[src/rtl/led_sr_out.sv]
// rtl/led_sr_out.sv - serialiser from the blinker LED word to a 74HC595-style shift register
//
// Accepts one WIDTH-bit word on sr_go && sr_rdy, shifts it MSB first on
// led_sdata/led_sclk, then pulses led_slatch so the external outputs update.
// Every output is a register, so the board sees no combinational glitches.
//
// Ports:
//   clk         system clock, rising edge
//   rst         synchronous active-high reset
//   sr_val      parallel LED word, sampled only when a transfer is accepted
//   sr_go       transfer request level from the blinker
//   sr_rdy      high only while idle; acceptance is sr_go && sr_rdy
//   led_sdata   serial data, stable for the whole bit
//   led_sclk    shift clock, external register samples on its rising edge
//   led_slatch  storage latch pulse, external outputs update on its rising edge

module led_sr_out #(
    parameter int WIDTH   = 8,
    parameter int CLK_DIV = 2
) (
    input  logic             clk,
    input  logic             rst,
    input  logic [WIDTH-1:0] sr_val,
    input  logic             sr_go,
    output logic             sr_rdy,
    output logic             led_sdata,
    output logic             led_sclk,
    output logic             led_slatch
);

    typedef enum logic [1:0] {
        IDLE  = 2'd0,
        SHIFT = 2'd1,
        LATCH = 2'd2
    } state_t;

    localparam int DIV_W = (CLK_DIV > 1) ? $clog2(CLK_DIV) : 1;
    localparam int BIT_W = (WIDTH > 1) ? $clog2(WIDTH) : 1;
    localparam logic [DIV_W-1:0] DIV_LAST = DIV_W'(CLK_DIV - 1);
    localparam logic [BIT_W-1:0] BIT_LAST = BIT_W'(WIDTH - 1);

    state_t           state, state_n;
    logic [DIV_W-1:0] div_cnt, div_n;
    logic [BIT_W-1:0] bit_cnt, bit_n;
    logic [WIDTH-1:0] shreg, shreg_n, shreg_sh;
    logic             rdy_n, sdata_n, sclk_n, slatch_n;

    assign shreg_sh = shreg << 1;

    // Next-state and next-output logic. Outputs are computed one cycle ahead
    // and registered, so each value below is what the pins show next cycle.
    always_comb begin
        state_n  = state;
        div_n    = div_cnt;
        bit_n    = bit_cnt;
        shreg_n  = shreg;
        rdy_n    = sr_rdy;
        sdata_n  = led_sdata;
        sclk_n   = led_sclk;
        slatch_n = led_slatch;

        unique case (state)
            IDLE: begin
                if (sr_go) begin
                    state_n = SHIFT;
                    shreg_n = sr_val;
                    sdata_n = sr_val[WIDTH-1];
                    sclk_n  = 1'b0;
                    div_n   = '0;
                    bit_n   = '0;
                    rdy_n   = 1'b0;
                end
            end
            SHIFT: begin
                if (div_cnt == DIV_LAST) begin
                    div_n = '0;
                    if (!led_sclk) begin
                        sclk_n = 1'b1;
                    end else begin
                        // End of a bit's high phase: either move to the next
                        // bit (new data with sclk low) or finish with the latch.
                        sclk_n = 1'b0;
                        if (bit_cnt == BIT_LAST) begin
                            state_n  = LATCH;
                            slatch_n = 1'b1;
                        end else begin
                            bit_n   = bit_cnt + 1'b1;
                            shreg_n = shreg_sh;
                            sdata_n = shreg_sh[WIDTH-1];
                        end
                    end
                end else begin
                    div_n = div_cnt + 1'b1;
                end
            end
            LATCH: begin
                if (div_cnt == DIV_LAST) begin
                    state_n  = IDLE;
                    div_n    = '0;
                    slatch_n = 1'b0;
                    sdata_n  = 1'b0;
                    rdy_n    = 1'b1;
                end else begin
                    div_n = div_cnt + 1'b1;
                end
            end
            default: begin
                state_n  = IDLE;
                div_n    = '0;
                bit_n    = '0;
                rdy_n    = 1'b1;
                sdata_n  = 1'b0;
                sclk_n   = 1'b0;
                slatch_n = 1'b0;
            end
        endcase
    end

    // Reset also covers an abort mid-transfer: no latch pulse is emitted, so
    // the LEDs keep the last fully latched word.
    always_ff @(posedge clk) begin
        if (rst) begin
            state      <= IDLE;
            div_cnt    <= '0;
            bit_cnt    <= '0;
            shreg      <= '0;
            sr_rdy     <= 1'b1;
            led_sdata  <= 1'b0;
            led_sclk   <= 1'b0;
            led_slatch <= 1'b0;
        end else begin
            state      <= state_n;
            div_cnt    <= div_n;
            bit_cnt    <= bit_n;
            shreg      <= shreg_n;
            sr_rdy     <= rdy_n;
            led_sdata  <= sdata_n;
            led_sclk   <= sclk_n;
            led_slatch <= slatch_n;
        end
    end

endmodule

[config.mk]
export PLATFORM = sky130hd
export DESIGN_NAME = led_sr_out
export DESIGN_NICKNAME = d
export VERILOG_FILES = /design/src/rtl/led_sr_out.sv
export SDC_FILE = /design/constraint.sdc
export NUM_CORES = 1
export LEC_CHECK = 0
export BUFFER_PORTS_ARGS = -buffer_cell sky130_fd_sc_hd__buf_2
export CAP_MARGIN = 20
export CELL_PAD_IN_SITES_DETAIL_PLACEMENT = 1
export CELL_PAD_IN_SITES_GLOBAL_PLACEMENT = 2
export CORE_UTILIZATION = 34
export CTS_CLUSTER_DIAMETER = 30
export DETAILED_ROUTE_END_ITERATION = 10
export MAX_ROUTING_LAYER = met4
export PLACE_DENSITY_LB_ADDON = 0.3
export SYNTH_ARGS = -nofsm -noshare
export SYNTH_HDL_FRONTEND = slang
export SYNTH_SLANG_ARGS = --single-unit
export TNS_END_PERCENT = 1
[constraint.sdc]
create_clock -name clk -period 2.6 [get_ports clk]
set_input_delay 0.39 -clock clk [delete_from_list [all_inputs] [get_ports clk]]
set_output_delay 0.39 -clock clk [all_outputs]
set_load 0.01 [all_outputs]
==> parameters.txt, run 1 <==
Parameter                              Value

Setup path
  Family of cells with the greatest summed delay on the critical path ... simple AND/OR/NAND/NOR gates
  Path depth of the worst reg2reg path ... 6
  Critical-path cell list ... inv_1 -> ha_1 -> nor2b_4 -> a2111o_1 -> or4b_1 -> a21oi_1
  Sum of buffers and inverters on the critical path ... 1
  Critical register-to-register path endpoint ... bit_cnt[0]$_SDFFE_PP0P_
  R2R setup slack ... 450 ps
  Slowest CP cell ... sky130_fd_sc_hd__or4b_1
  Slowest cell delay on critical path ... 510 ps
  Sort of element at the end of the critical path ... flop
  Required time reported for the critical path endpoint ... 2830 ps
  Highest fanout seen on the critical path ... 7
  Critical path startpoint category ... flop
  Reg2Reg Launch Point ... state[0]$_SDFFE_PP0P_
  Type of the worst setup path ... flop to flop
  Arrival time of the worst setup path ... 2380 ps

Global routing
  Maximum number of pins on one net before global-route repair ... 18
  Remaining Overflow, GRT ... 0
  Number of antenna violations at the first check in global routing ... 0
  First-pass GRT wire length ... 3430 um
  Number of global-route vias before repair ... 739
  Total global-route track usage ... 17.0%

Finish
  Highest-count cells in the layout ignoring fill and taps ... sky130_fd_sc_hd__dfxtp_1, sky130_fd_sc_hd__buf_2, sky130_fd_sc_hd__a21oi_1
  Number of fill cells in the layout ... 316
  Total inserted antenna cells ... 0
  Layout-stage area growth over the synthesis result ... 12.7%
  Most frequent standard cell in the layout excluding fill and tap cells ... sky130_fd_sc_hd__dfxtp_1
  Share of cells above drive strength 1 ... 22.0%
  Number of nets in the layout ... 128

Clock tree
  Clock Tree Root ... sky130_fd_sc_hd__clkbuf_4
  Buffer depth of the longest clock path ... 2
  TritonCTS clock tree ... yes
  Clock buffer count from CTS ... 3
  Clock transition at the registers of the reported paths ... 100 ps
  Worst-skew pair later-pin latency ... 290 ps
  Number of buffers added to fix hold violations after cts ... 0
  Post-cts resize count ... 0
  Clock sink count ... 17
  Post-CTS setup buffer count ... 0
  Level count of the clock H-tree ... 1

Yosys
  Largest area contributor in the netlist ... sky130_fd_sc_hd__dfxtp_1
  Share of Yosys cell area claimed by the top area cell type ... 36.6%
  Sequential element share of the synthesized area ... 36.6%
  Mean Syn Cell Area ... 9.79 um2
  Post-synthesis share of cell area spent on xor and xnor gates ... 0%
  Simple-gate area share of the yosys netlist ... 15.5%
  Post-Synth Adder-Cell Area ... 9.42%
  Main combinational cell family by area after synthesis ... compound AO/OA/AOI/OAI gates
  Warnings from Yosys ... 0
  Net count after synthesis ... 113
  Post-Syn Instances ... 95
  Distinct cell type count after synthesis ... 26
  Biggest area contributors in the synthesized netlist ... sky130_fd_sc_hd__dfxtp_1, sky130_fd_sc_hd__mux2i_1, sky130_fd_sc_hd__ha_1
  Post-synthesis mux area share ... 10.8%
  Register bit count reported by yosys ... 17
  Netlist area before placement ... 930 um2
  Complex-gate fraction of the synthesized area ... 23.6%

Routing
  Post-route antenna net violation count ... 0
  Initial DRT Pass Iterations ... 4
  Overall routed net length ... 2010 um
  Routed via count divided by cell count ... 5.40
  Initial drt markers ... 8
  Final routed wire length divided by cell count ... 14.5 um
  Vias ... 750
  Final routed DRC violation total ... 0

Die
  Die Y ... 54.3 um
  Number of I/O pins ... 15
  Initial core utilization ... 36.9%
  Placeable core region ... 2520 um2
  Number of placement rows ... 18
  Total Die Area ... 2950 um2
  Width of the chip ... 54.3 um

Status
  Run status ... finished, final reports clean

Place
  Final RePlAce weighted congestion ... 0.721
  Dpl hpwl ... 1470 um
  Place WS ... 470 ps
  Port-buffer cells ... 14

Run
  Count of maximum capacitance violations ... 0

Worst hold path
  Number of stages on the worst hold path ... 3
  Hold-critical path endpoint ... shreg[0]$_SDFFE_PP0P_
  Min-delay src ... sr_val[0]
  Worst min path class ... primary input to flop

Timing
  Pins Over Slew Limit ... 0
  Setup violations, final ... 0
  Period minus WS final ... 2150 ps
  Worst rel slew slack ... 73.9%
  Hold Vio Cnt, Final ... 0
  Highest achievable clock rate ... 464 MHz
  Share of the cycle needed by the critical path after routing ... 82.9%
  Worst Max-Slew Pin Slew ... 388 ps
  Setup tns final ... 0 ps
  Setup repair after global routing missed its margin ... false
  Final Worst Setup Slack ... 445 ps
  Clock skew after layout ... 2.78 ps

Power and ir drop
  Overall power ... 1230 uW
  Power density over the cells ... 1170 nW/um2
  Leak Pwr ... 0.000421 uW
  VDD IR max ... 0.000529 V
worst max path at each step:
stage                                     start                       to  cells after the start
after floorplan           state[0]$_SDFFE_PP0P_  bit_cnt[0]$_SDFFE_PP0P_                      6
after global placement    state[0]$_SDFFE_PP0P_  bit_cnt[0]$_SDFFE_PP0P_                      6
after detailed placement  state[0]$_SDFFE_PP0P_  bit_cnt[0]$_SDFFE_PP0P_                      6
after CTS                 state[0]$_SDFFE_PP0P_  bit_cnt[0]$_SDFFE_PP0P_                      6
after global routing      state[0]$_SDFFE_PP0P_  bit_cnt[0]$_SDFFE_PP0P_                      6
final                     state[0]$_SDFFE_PP0P_  bit_cnt[0]$_SDFFE_PP0P_                      6
per-layer routing:
metal  GRT usage, %  part of all wire, %
met3           5.00                  3.5
met5              -                    0
met2           26.2                   46
met1           21.3                   50
met4           5.13                  1.0
cell families (layout without fill, tap and decap cells):
logic type | after synthesis | in the layout
AO/OA/AOI/OAI | 30 | 30
AND/OR/NAND/NOR | 23 | 23
flip-flops | 17 | 17
multiplexers | 10 | 10
buffers and inverters | 8 | 22
adder cells (fa/ha/maj) | 7 | 7
metrics by stage:
stage | hold slack [ps] | std cells | area, um2 | util (%)
floorplan | 449 | 95 | 930 | -
global placement | 441 | 135 | 1020 | 40.5
detailed placement | 449 | 135 | 1020 | 40.5
CTS | 350 | 139 | 1050 | 41.5
global route | 375 | 139 | 1050 | 41.5
finish | 364 | 139 | 1050 | 41.5
power by group:
part | internal (uW) | switching, uW | leakage, uW | total [uW]
combinational | 305 | 378 | 0.000266 | 683
clock | 59.7 | 81.8 | 0.0000150 | 141
sequential | 349 | 56.5 | 0.000139 | 405
cell usage after synthesis:
cell	instances
sky130_fd_sc_hd__dfxtp_1	17
sky130_fd_sc_hd__a21oi_1	12
sky130_fd_sc_hd__mux2i_1	10
sky130_fd_sc_hd__ha_1	7
sky130_fd_sc_hd__nor2_1	7
sky130_fd_sc_hd__a311oi_1	6
sky130_fd_sc_hd__o21ai_0	5
sky130_fd_sc_hd__nor3_1	4
sky130_fd_sc_hd__clkbuf_1	3
sky130_fd_sc_hd__nand4b_1	3
sky130_fd_sc_hd__a211o_1	2
sky130_fd_sc_hd__inv_1	2
sky130_fd_sc_hd__nand2_1	2
sky130_fd_sc_hd__nor2b_1	2
sky130_fd_sc_hd__nor2b_4	2
sky130_fd_sc_hd__a2111o_1	1
sky130_fd_sc_hd__a2111oi_4	1
sky130_fd_sc_hd__a21boi_0	1
sky130_fd_sc_hd__buf_1	1
sky130_fd_sc_hd__buf_2	1
sky130_fd_sc_hd__buf_6	1
sky130_fd_sc_hd__nor3b_1	1
sky130_fd_sc_hd__o211ai_1	1
sky130_fd_sc_hd__o21ba_2	1
sky130_fd_sc_hd__or2_2	1
sky130_fd_sc_hd__or4b_1	1
flip-flops by register name (all words and copies together) (netlist names):
name        count
shreg           7
bit_cnt         3
state           2
div_cnt         1
led_sclk        1
led_sdata       1
led_slatch      1
sr_rdy          1
layout make-up:
cell class	count	area, um2	share of cell area, %
multi-input cells	70	551	52.6
flip-flops and latches	17	340	32.5
repair buffers	16	85.1	8.12
well taps	30	37.5	3.58
clock buffers	4	26.3	2.51
inverters	2	7.51	0.717
worst register-to-register path: cells and delay by family, from the launching register on:
kind                       cells  cell delay [ps]
AOI/OAI and AO/OA              2              620
adders and majority gates      1              280
buffers and inverters          1              100
DFF                            1              400
and+or+nand+nor                2              690
Note: power is estimated with default switching activity, not from simulation.
==> run 2: changes to the inputs <==
--- a/config.mk
+++ b/config.mk
@@ -5,11 +5,12 @@
 export SDC_FILE = /design/constraint.sdc
 export NUM_CORES = 1
 export LEC_CHECK = 0
+export ABC_AREA = 1
 export BUFFER_PORTS_ARGS = -buffer_cell sky130_fd_sc_hd__buf_2
 export CAP_MARGIN = 20
 export CELL_PAD_IN_SITES_DETAIL_PLACEMENT = 1
 export CELL_PAD_IN_SITES_GLOBAL_PLACEMENT = 2
-export CORE_UTILIZATION = 34
+export CORE_UTILIZATION = 31
 export CTS_CLUSTER_DIAMETER = 30
 export DETAILED_ROUTE_END_ITERATION = 10
 export MAX_ROUTING_LAYER = met4
==> constraint.sdc (replaced) <==
create_clock -name clk -period 2.1 [get_ports clk]
set_input_delay 0.315 -clock clk [delete_from_list [all_inputs] [get_ports clk]]
set_output_delay 0.315 -clock clk [all_outputs]
set_load 0.01 [all_outputs]
==> run 2 against run 1 <==
Sequential power up 22%. Synthesized cell count is 57% higher. Core utilization fell by 6.3 points. Highest routed layer unchanged. Combinational power is 40% higher. Largest power group unchanged.
==> parameters.txt, run 2 <==
Parameter                              Value

Clock tree
  Post-cts resize count ... 0 (unchanged)
  Worst-skew pair later-pin latency ... 300 ps (about the same)
  Number of buffers added to fix hold violations after cts ... 0 (unchanged)
  Level count of the clock H-tree ... 1 (unchanged)
  TritonCTS clock tree ... yes
  Clock Tree Root ... sky130_fd_sc_hd__clkbuf_4
  Clock sink count ... 17 (unchanged)
  Buffer depth of the longest clock path ... 2 (unchanged)
  Clock transition at the registers of the reported paths ... 120 ps (+20 ps)
  Post-CTS setup buffer count ... 0 (unchanged)
  Clock buffer count from CTS ... 3 (unchanged)

Timing
  Hold Slack ... 370 ps (+6.11 ps)
  Clock skew after layout ... 13.6 ps (+10.8 ps)
  Share of the cycle needed by the critical path after routing ... 87.2% (+4.4 points)
  Hold Vio Cnt, Final ... 0 (unchanged)
  Worst rel slew slack ... 62.3% (-12 points)
  Setup violations, final ... 0 (unchanged)
  Highest achievable clock rate ... 546 MHz (+18%)
  Pins Over Slew Limit ... 0 (unchanged)
  Worst Max-Slew Pin Slew ... 566 ps (+177 ps)
  Setup tns final ... 0 ps (unchanged)
  Period minus WS final ... 1830 ps (-322 ps)
  Setup repair after global routing missed its margin ... false

Setup path
  Total number of cells along the worst setup path ... 7 (+1)
  Critical-path cell list ... inv_1 -> ha_1 -> inv_1 -> a21boi_0 -> nand3_1 -> nand2_1 -> nor2_1
  Required time reported for the critical path endpoint ... 2290 ps (-540 ps)
  Type of the worst setup path ... flop to flop
  Slowest cell delay on critical path ... 490 ps (-20 ps)
  Arrival time of the worst setup path ... 2020 ps (-360 ps)
  Family of cells with the greatest summed delay on the critical path ... adder cells
  Sort of element at the end of the critical path ... flop
  Path depth of the worst reg2reg path ... 7 (+1)
  Slowest CP cell ... sky130_fd_sc_hd__ha_1
  Sum of buffers and inverters on the critical path ... 2 (+1)
  Critical path startpoint category ... flop
  Highest fanout seen on the critical path ... 13 (+6)
  Cell type with the highest occurrence count on the critical path ... sky130_fd_sc_hd__inv_1

Yosys
  Biggest area contributors in the synthesized netlist ... sky130_fd_sc_hd__dfxtp_1, sky130_fd_sc_hd__nand2_1, sky130_fd_sc_hd__ha_1
  Largest area contributor in the netlist ... sky130_fd_sc_hd__dfxtp_1
  Most frequent cell after synthesis ... sky130_fd_sc_hd__nand2_1
  Post-Syn Instances ... 149 (+57%)
  Asr flop ratio synth ... 0% (unchanged)
  Sequential element share of the synthesized area ... 31.7% (-4.9 points)
  Post-synth top cells ... sky130_fd_sc_hd__nand2_1, sky130_fd_sc_hd__nor2_1, sky130_fd_sc_hd__dfxtp_1, sky130_fd_sc_hd__inv_1, sky130_fd_sc_hd__nand3_1
  Distinct cell type count after synthesis ... 24 (-7.7%)
  Share of Yosys cell area claimed by the top area cell type ... 31.7% (-4.9 points)
  Mean Syn Cell Area ... 7.20 um2 (-26%)
  Warnings from Yosys ... 0 (unchanged)
  Number of enable-type register cells in the synthesized netlist ... 0 (unchanged)
  Register bit count reported by yosys ... 17 (unchanged)
  Netlist area before placement ... 1070 um2 (+15%)
  Commonest register cell after synthesis ... sky130_fd_sc_hd__dfxtp_1
  Net count after synthesis ... 167 (+48%)

Die
  Die Y ... 60.8 um (+12%)
  Placeable core region ... 3340 um2 (+32%)
  Number of I/O pins ... 15 (unchanged)
  Width of the chip ... 60.8 um (+12%)
  Number of placement rows ... 21 (+3)
  Initial core utilization ... 32.2% (-4.7 points)
  Total Die Area ... 3700 um2 (+26%)

Finish
  Total inserted antenna cells ... 0 (unchanged)
  Most frequent standard cell in the layout excluding fill and tap cells ... sky130_fd_sc_hd__nand2_1
  Highest-count cells in the layout ignoring fill and taps ... sky130_fd_sc_hd__nand2_1, sky130_fd_sc_hd__nor2_1, sky130_fd_sc_hd__inv_1, sky130_fd_sc_hd__dfxtp_1, sky130_fd_sc_hd__buf_2
  Number of flip-flops under the largest register name ... 7 (unchanged)
  Share of cells above drive strength 1 ... 17.9% (-4.1 points)
  Number of nets in the layout ... 181 (+41%)
  Number of fill cells in the layout ... 465 (+47%)
  Layout-stage area growth over the synthesis result ... 9.32%
  Top reg by flops ... shreg
  Largest registers ... shreg: 7 flops, bit_cnt: 3 flops, state: 2 flops

Global routing
  Number of global-route vias before repair ... 879 (+19%)
  Total global-route track usage ... 15.3% (-1.7 points)
  M3 GR Usage ... 2.56% (-2.4 points)
  Global route hottest layer ... met2
  Met1 Usage GRT ... 19.1% (-2.2 points)
  Remaining Overflow, GRT ... 0 (unchanged)
  First-pass GRT wire length ... 3970 um (+16%)
  Maximum number of pins on one net before global-route repair ... 18 (unchanged)
  Global-route track usage on met2 ... 24.8% (-1.4 points)
  Number of antenna violations at the first check in global routing ... 0 (unchanged)

Routing
  Post-route antenna net violation count ... 0 (unchanged)
  Final routed DRC violation total ... 0 (unchanged)
  Initial DRT Pass Iterations ... 4 (unchanged)
  Vias ... 924 (+23%)
  Overall routed net length ... 2410 um (+20%)
  Routed via count divided by cell count ... 4.44 (-18%)
  Initial drt markers ... 58 (+50)
  Final routed wire length divided by cell count ... 11.6 um (-20%)

Place
  Port-buffer cells ... 14 (unchanged)
  Dpl hpwl ... 1770 um (+20%)
  Final RePlAce weighted congestion ... 0.759 (+5.2%)

Status
  Run status ... finished, final reports clean

Power and ir drop
  Combinational cell fraction of total power ... 58.3% (+2.8 points)
  Leak Pwr ... 0.000583 uW (+39%)
  Internal Dissipation ... 846 uW (+19%)
  Part of the power in the clock network ... 11.4% (about the same)
  VDD IR max ... 0.000503 V (-4.8%)
  Total net switching power ... 791 uW (+53%)
  Switching fraction of total power ... 48.3% (+6.3 points)
  Power density over the cells ... 1400 nW/um2 (+19%)
  Fraction of power consumed by sequential logic ... 30.3% (-2.7 points)

Worst hold path
  Worst min path class ... primary input to flop
  Number of stages on the worst hold path ... 5 (+2)

Run
  Count of maximum capacitance violations ... 0 (unchanged)
==> run 2: changes by cell type in the layout (fill, tap and decap cells not counted), moves of 6 or more <==
cell                       previous run  this run
sky130_fd_sc_hd__a311oi_1             6         0
sky130_fd_sc_hd__mux2i_1             10         0
sky130_fd_sc_hd__nand3_1              0        11
sky130_fd_sc_hd__nor2_1               7        22
sky130_fd_sc_hd__nand2_1              2        37
sky130_fd_sc_hd__inv_1                2        17
==> run 2: final timing paths <==
path,slack (ps),start,end
max reg2reg,270,state[1]$_SDFFE_PP0P_,shreg[5]$_SDFFE_PP0P_
max,270,state[1]$_SDFFE_PP0P_,shreg[5]$_SDFFE_PP0P_
min,370,sr_val[0],shreg[0]$_SDFFE_PP0P_
min reg2reg,480,led_sclk$_SDFFE_PP0P_,led_sclk$_SDFFE_PP0P_
==> run 2: final cells by class <==
type / count / area (um2) / share of cell area [%]
clock buffer: 3 / 22.5 / 1.92
clock inverter: 1 / 5.00 / 0.426
inverter: 17 / 63.8 / 5.44
multi-input combinational: 110 / 614 / 52.3
sequential: 17 / 340 / 29.0
tap: 46 / 57.6 / 4.90
timing repair buffer: 14 / 70.1 / 5.97
==> run 2: cells by family (layout without fill, tap and decap cells) <==
family          count (synthesis)  after routing  share of synthesized area [%]
compound gates                 24             24                           14.5
flops                          17             17                           31.7
fa+ha+maj                       7              7                           8.16
buf+inv                        22             35                           11.1
simple gates                   79             79                           34.6
==> run 2: power groups by stage <==
stage               combinational, uW  clock (uW)  sequential (uW)
floorplan                         850           0              503
global route                     1100         227              509
global placement                  933           0              499
CTS                               978         199              497
detailed placement                972           0              505
finish                            954         187              496
==> run 2: worst min-delay path, stage by stage <==
cell                     delay (ps)
sky130_fd_sc_hd__buf_2           90
sky130_fd_sc_hd__inv_1           40
sky130_fd_sc_hd__nor2_1          30
sky130_fd_sc_hd__nor2_1          90
sky130_fd_sc_hd__nor2_1          50
==> run 2: routing by layer <==
layer	part of all wire [%]	up-vias
met2	47	11
met1	50	412
met3	2.6	2
li1	-	499
met5	0	-
met4	0.79	0
==> run 2: through the flow <==
| stage | total power [uW] | cells | area [um2] | util (%) | setup slack, ps |
|---|---|---|---|---|---|
| finish | 1640 | 208 | 1170 | 35.2 | 268 |
| global route | 1840 | 208 | 1170 | 35.2 | 73.6 |
| CTS | 1670 | 208 | 1170 | 35.2 | 243 |
| detailed placement | 1480 | 204 | 1150 | 34.3 | 299 |
| global placement | 1430 | 204 | 1150 | 34.3 | 301 |
| floorplan | 1350 | 149 | 1070 | - | 665 |
==> run 3: changes to the inputs <==
--- a/config.mk
+++ b/config.mk
@@ -6,11 +6,11 @@
 export NUM_CORES = 1
 export LEC_CHECK = 0
 export ABC_AREA = 1
-export BUFFER_PORTS_ARGS = -buffer_cell sky130_fd_sc_hd__buf_2
+export BUFFER_PORTS_ARGS = -buffer_cell sky130_fd_sc_hd__buf_4
 export CAP_MARGIN = 20
 export CELL_PAD_IN_SITES_DETAIL_PLACEMENT = 1
 export CELL_PAD_IN_SITES_GLOBAL_PLACEMENT = 2
-export CORE_UTILIZATION = 31
+export CORE_UTILIZATION = 34
 export CTS_CLUSTER_DIAMETER = 30
 export DETAILED_ROUTE_END_ITERATION = 10
 export MAX_ROUTING_LAYER = met4
==> constraint.sdc (replaced) <==
create_clock -name clk -period 2.3 [get_ports clk]
set_input_delay 0.345 -clock clk [delete_from_list [all_inputs] [get_ports clk]]
set_output_delay 0.345 -clock clk [all_outputs]
set_load 0.01 [all_outputs]
==> run 3 against run 2 <==
Critical path depth up 1. Clock skew down 3.9 ps. Sequential cell count unchanged. Register-to-register slack better by 260 ps. Global-route usage up 0.72 points. Count of clock-buffer cells in the layout unchanged. Largest cell class unchanged.
==> parameters.txt, run 3 (synthesis results as in run 2) <==
Parameter                              Value

Status
  Run status ... finished, final reports clean

Finish
  Total inserted antenna cells ... 0 (unchanged)
  Share of cells above drive strength 1 ... 17.9% (unchanged)
  Largest registers ... shreg: 7 flops, bit_cnt: 3 flops, state: 2 flops
  Fin util ... 39.8% (+4.7 points)
  Highest-count cells in the layout ignoring fill and taps ... sky130_fd_sc_hd__nand2_1, sky130_fd_sc_hd__nor2_1, sky130_fd_sc_hd__inv_1, sky130_fd_sc_hd__dfxtp_1, sky130_fd_sc_hd__buf_4
  Top reg by flops ... shreg
  Layout-stage area growth over the synthesis result ... 12.4%
  Number of nets in the layout ... 181 (unchanged)
  Final Cell Area ... 1210 um2 (+2.8%)
  Number of fill cells in the layout ... 404 (-13%)
  Most frequent standard cell in the layout excluding fill and tap cells ... sky130_fd_sc_hd__nand2_1
  Number of flip-flops under the largest register name ... 7 (unchanged)

Global routing
  Maximum number of pins on one net before global-route repair ... 18 (unchanged)
  Number of antenna violations at the first check in global routing ... 0 (unchanged)
  Total global-route track usage ... 16.0% (+0.72 points)
  Number of global-route vias before repair ... 899 (+2.3%)
  Remaining Overflow, GRT ... 0 (unchanged)
  First-pass GRT wire length ... 4000 um (+0.70%)

Die
  Die Y ... 58.2 um (-4.4%)
  Width of the chip ... 58.2 um (-4.4%)
  Placeable core region ... 3030 um2 (-9.3%)
  Total Die Area ... 3390 um2 (-8.5%)
  Number of placement rows ... 20 (-4.8%)
  Initial core utilization ... 35.5% (+3.3 points)
  Number of I/O pins ... 15 (unchanged)

Clock tree
  TritonCTS clock tree ... yes
  Post-CTS setup buffer count ... 0 (unchanged)
  Clock buffer count from CTS ... 3 (unchanged)
  Clock sink count ... 17 (unchanged)
  Number of buffers added to fix hold violations after cts ... 0 (unchanged)
  Buffer depth of the longest clock path ... 2 (unchanged)
  Clock Tree Root ... sky130_fd_sc_hd__clkbuf_4
  Clock transition at the registers of the reported paths ... 120 ps (about the same)
  Level count of the clock H-tree ... 1 (unchanged)
  Worst-skew pair later-pin latency ... 310 ps (about the same)
  Post-cts resize count ... 0 (unchanged)

Timing
  Highest achievable clock rate ... 565 MHz (+3.5%)
  Period minus WS final ... 1770 ps (-61.1 ps)
  Setup repair after global routing missed its margin ... false
  Hold Vio Cnt, Final ... 0 (unchanged)
  Worst Max-Slew Pin Slew ... 564 ps (-1.32 ps)
  Setup violations, final ... 0 (unchanged)
  Pins Over Slew Limit ... 0 (unchanged)
  Setup tns final ... 0 ps (unchanged)
  Worst rel slew slack ... 62.3% (+0.088 points)
  Hold Slack ... 385 ps (+14.2 ps)
  Share of the cycle needed by the critical path after routing ... 77.0% (-10 points)
  Clock skew after layout ... 9.66 ps (-3.90 ps)

Routing
  Initial drt markers ... 18 (-69%)
  Overall routed net length ... 2380 um (-1.6%)
  Post-route antenna net violation count ... 0 (unchanged)
  Vias ... 935 (+1.2%)
  Final routed wire length divided by cell count ... 11.5 um (-0.66%)
  Routed via count divided by cell count ... 4.54 (+2.2%)
  Initial DRT Pass Iterations ... 4 (unchanged)
  Final routed DRC violation total ... 0 (unchanged)

Power and ir drop
  Internal Dissipation ... 786 uW (-7.1%)
  Overall power ... 1510 uW (-7.8%)
  Switching fraction of total power ... 47.9% (-0.39 points)
  Power density over the cells ... 1250 nW/um2 (-10%)
  Combinational cell fraction of total power ... 58.1% (-0.2 points)
  Fraction of power consumed by sequential logic ... 30.2% (about the same)
  VDD IR max ... 0.000331 V (-34%)
  Part of the power in the clock network ... 11.8% (+0.4 points)
  Total net switching power ... 724 uW (-8.5%)
  Leak Pwr ... 0.000593 uW (+1.8%)

Setup path
  Highest fanout seen on the critical path ... 13 (unchanged)
  Critical-path cell list ... inv_1 -> ha_1 -> nand2_1 -> nand3_1 -> nor2_1 -> nand2_1 -> nand2_1 -> nor2_1
  Sort of element at the end of the critical path ... flop
  Slowest CP cell ... sky130_fd_sc_hd__dfxtp_1
  Cell type with the highest occurrence count on the critical path ... sky130_fd_sc_hd__nand2_1
  Critical path startpoint category ... flop
  Required time reported for the critical path endpoint ... 2520 ps (+230 ps)
  Slowest cell delay on critical path ... 390 ps (-100 ps)
  Type of the worst setup path ... flop to flop
  Arrival time of the worst setup path ... 2000 ps (-20 ps)

Place
  Final RePlAce weighted congestion ... 0.746 (-1.7%)
  Post-placement cell area ... 1180 um2 (+2.8%)
  Dpl hpwl ... 1720 um (-2.7%)
  Port-buffer cells ... 14 (unchanged)

Run
  Count of maximum capacitance violations ... 0 (unchanged)

Worst hold path
  Worst min path class ... primary input to flop
run 3: cell type report:
class,instances,area (um2),share of cell area [%]
clock buffer,3,22.5,1.87
multi-input combinational,110,614,50.9
sequential,17,340,28.2
clock inverter,1,5.00,0.415
timing repair buffer,14,105,8.71
inverter,17,63.8,5.29
tap,44,55.1,4.56
run 3: critical path: cells and delay by family, from the launching register on:
kind / cells / cell delay (ps)
adders and majority gates: 1 / 360
DFF: 1 / 390
and+or+nand+nor: 6 / 840
buffers and inverters: 1 / 110
run 3: final timing paths:
| kind | startpoint | endpoint | slack (ps) | cells past startpoint |
|---|---|---|---|---|
| max | state[1]$_SDFFE_PP0P_ | bit_cnt[1]$_SDFFE_PP0P_ | 530 | 8 |
| min | sr_val[3] | shreg[3]$_SDFFE_PP0P_ | 380 | 5 |
| max reg2reg | state[1]$_SDFFE_PP0P_ | bit_cnt[1]$_SDFFE_PP0P_ | 530 | 8 |
| min reg2reg | led_sclk$_SDFFE_PP0P_ | led_sclk$_SDFFE_PP0P_ | 480 | 2 |
run 3: through the flow:
step / setup slack [ps] / std cells
after floorplan: 865 / 149
after global placement: 644 / 202
after detailed placement: 517 / 202
after CTS: 500 / 206
after global routing: 391 / 206
final: 529 / 206
run 3: routing by layer:
metal	GRT usage (%)	share of wire [%]	routed length, um
met4	8.16	2.1	50
met2	24.6	43	1030
met3	2.68	3.1	73
met1	20.2	51	1220
met5	-	0	0
run 3: power groups by stage:
stage	Clock (uW)	Combinational [uW]	Sequential, uW
6_report	178	877	455
3_5_place_dp	0	891	463
5_1_grt	199	1000	467
3_3_place_gp	0	863	459
4_1_cts	185	894	457
2_1_floorplan	0	776	459
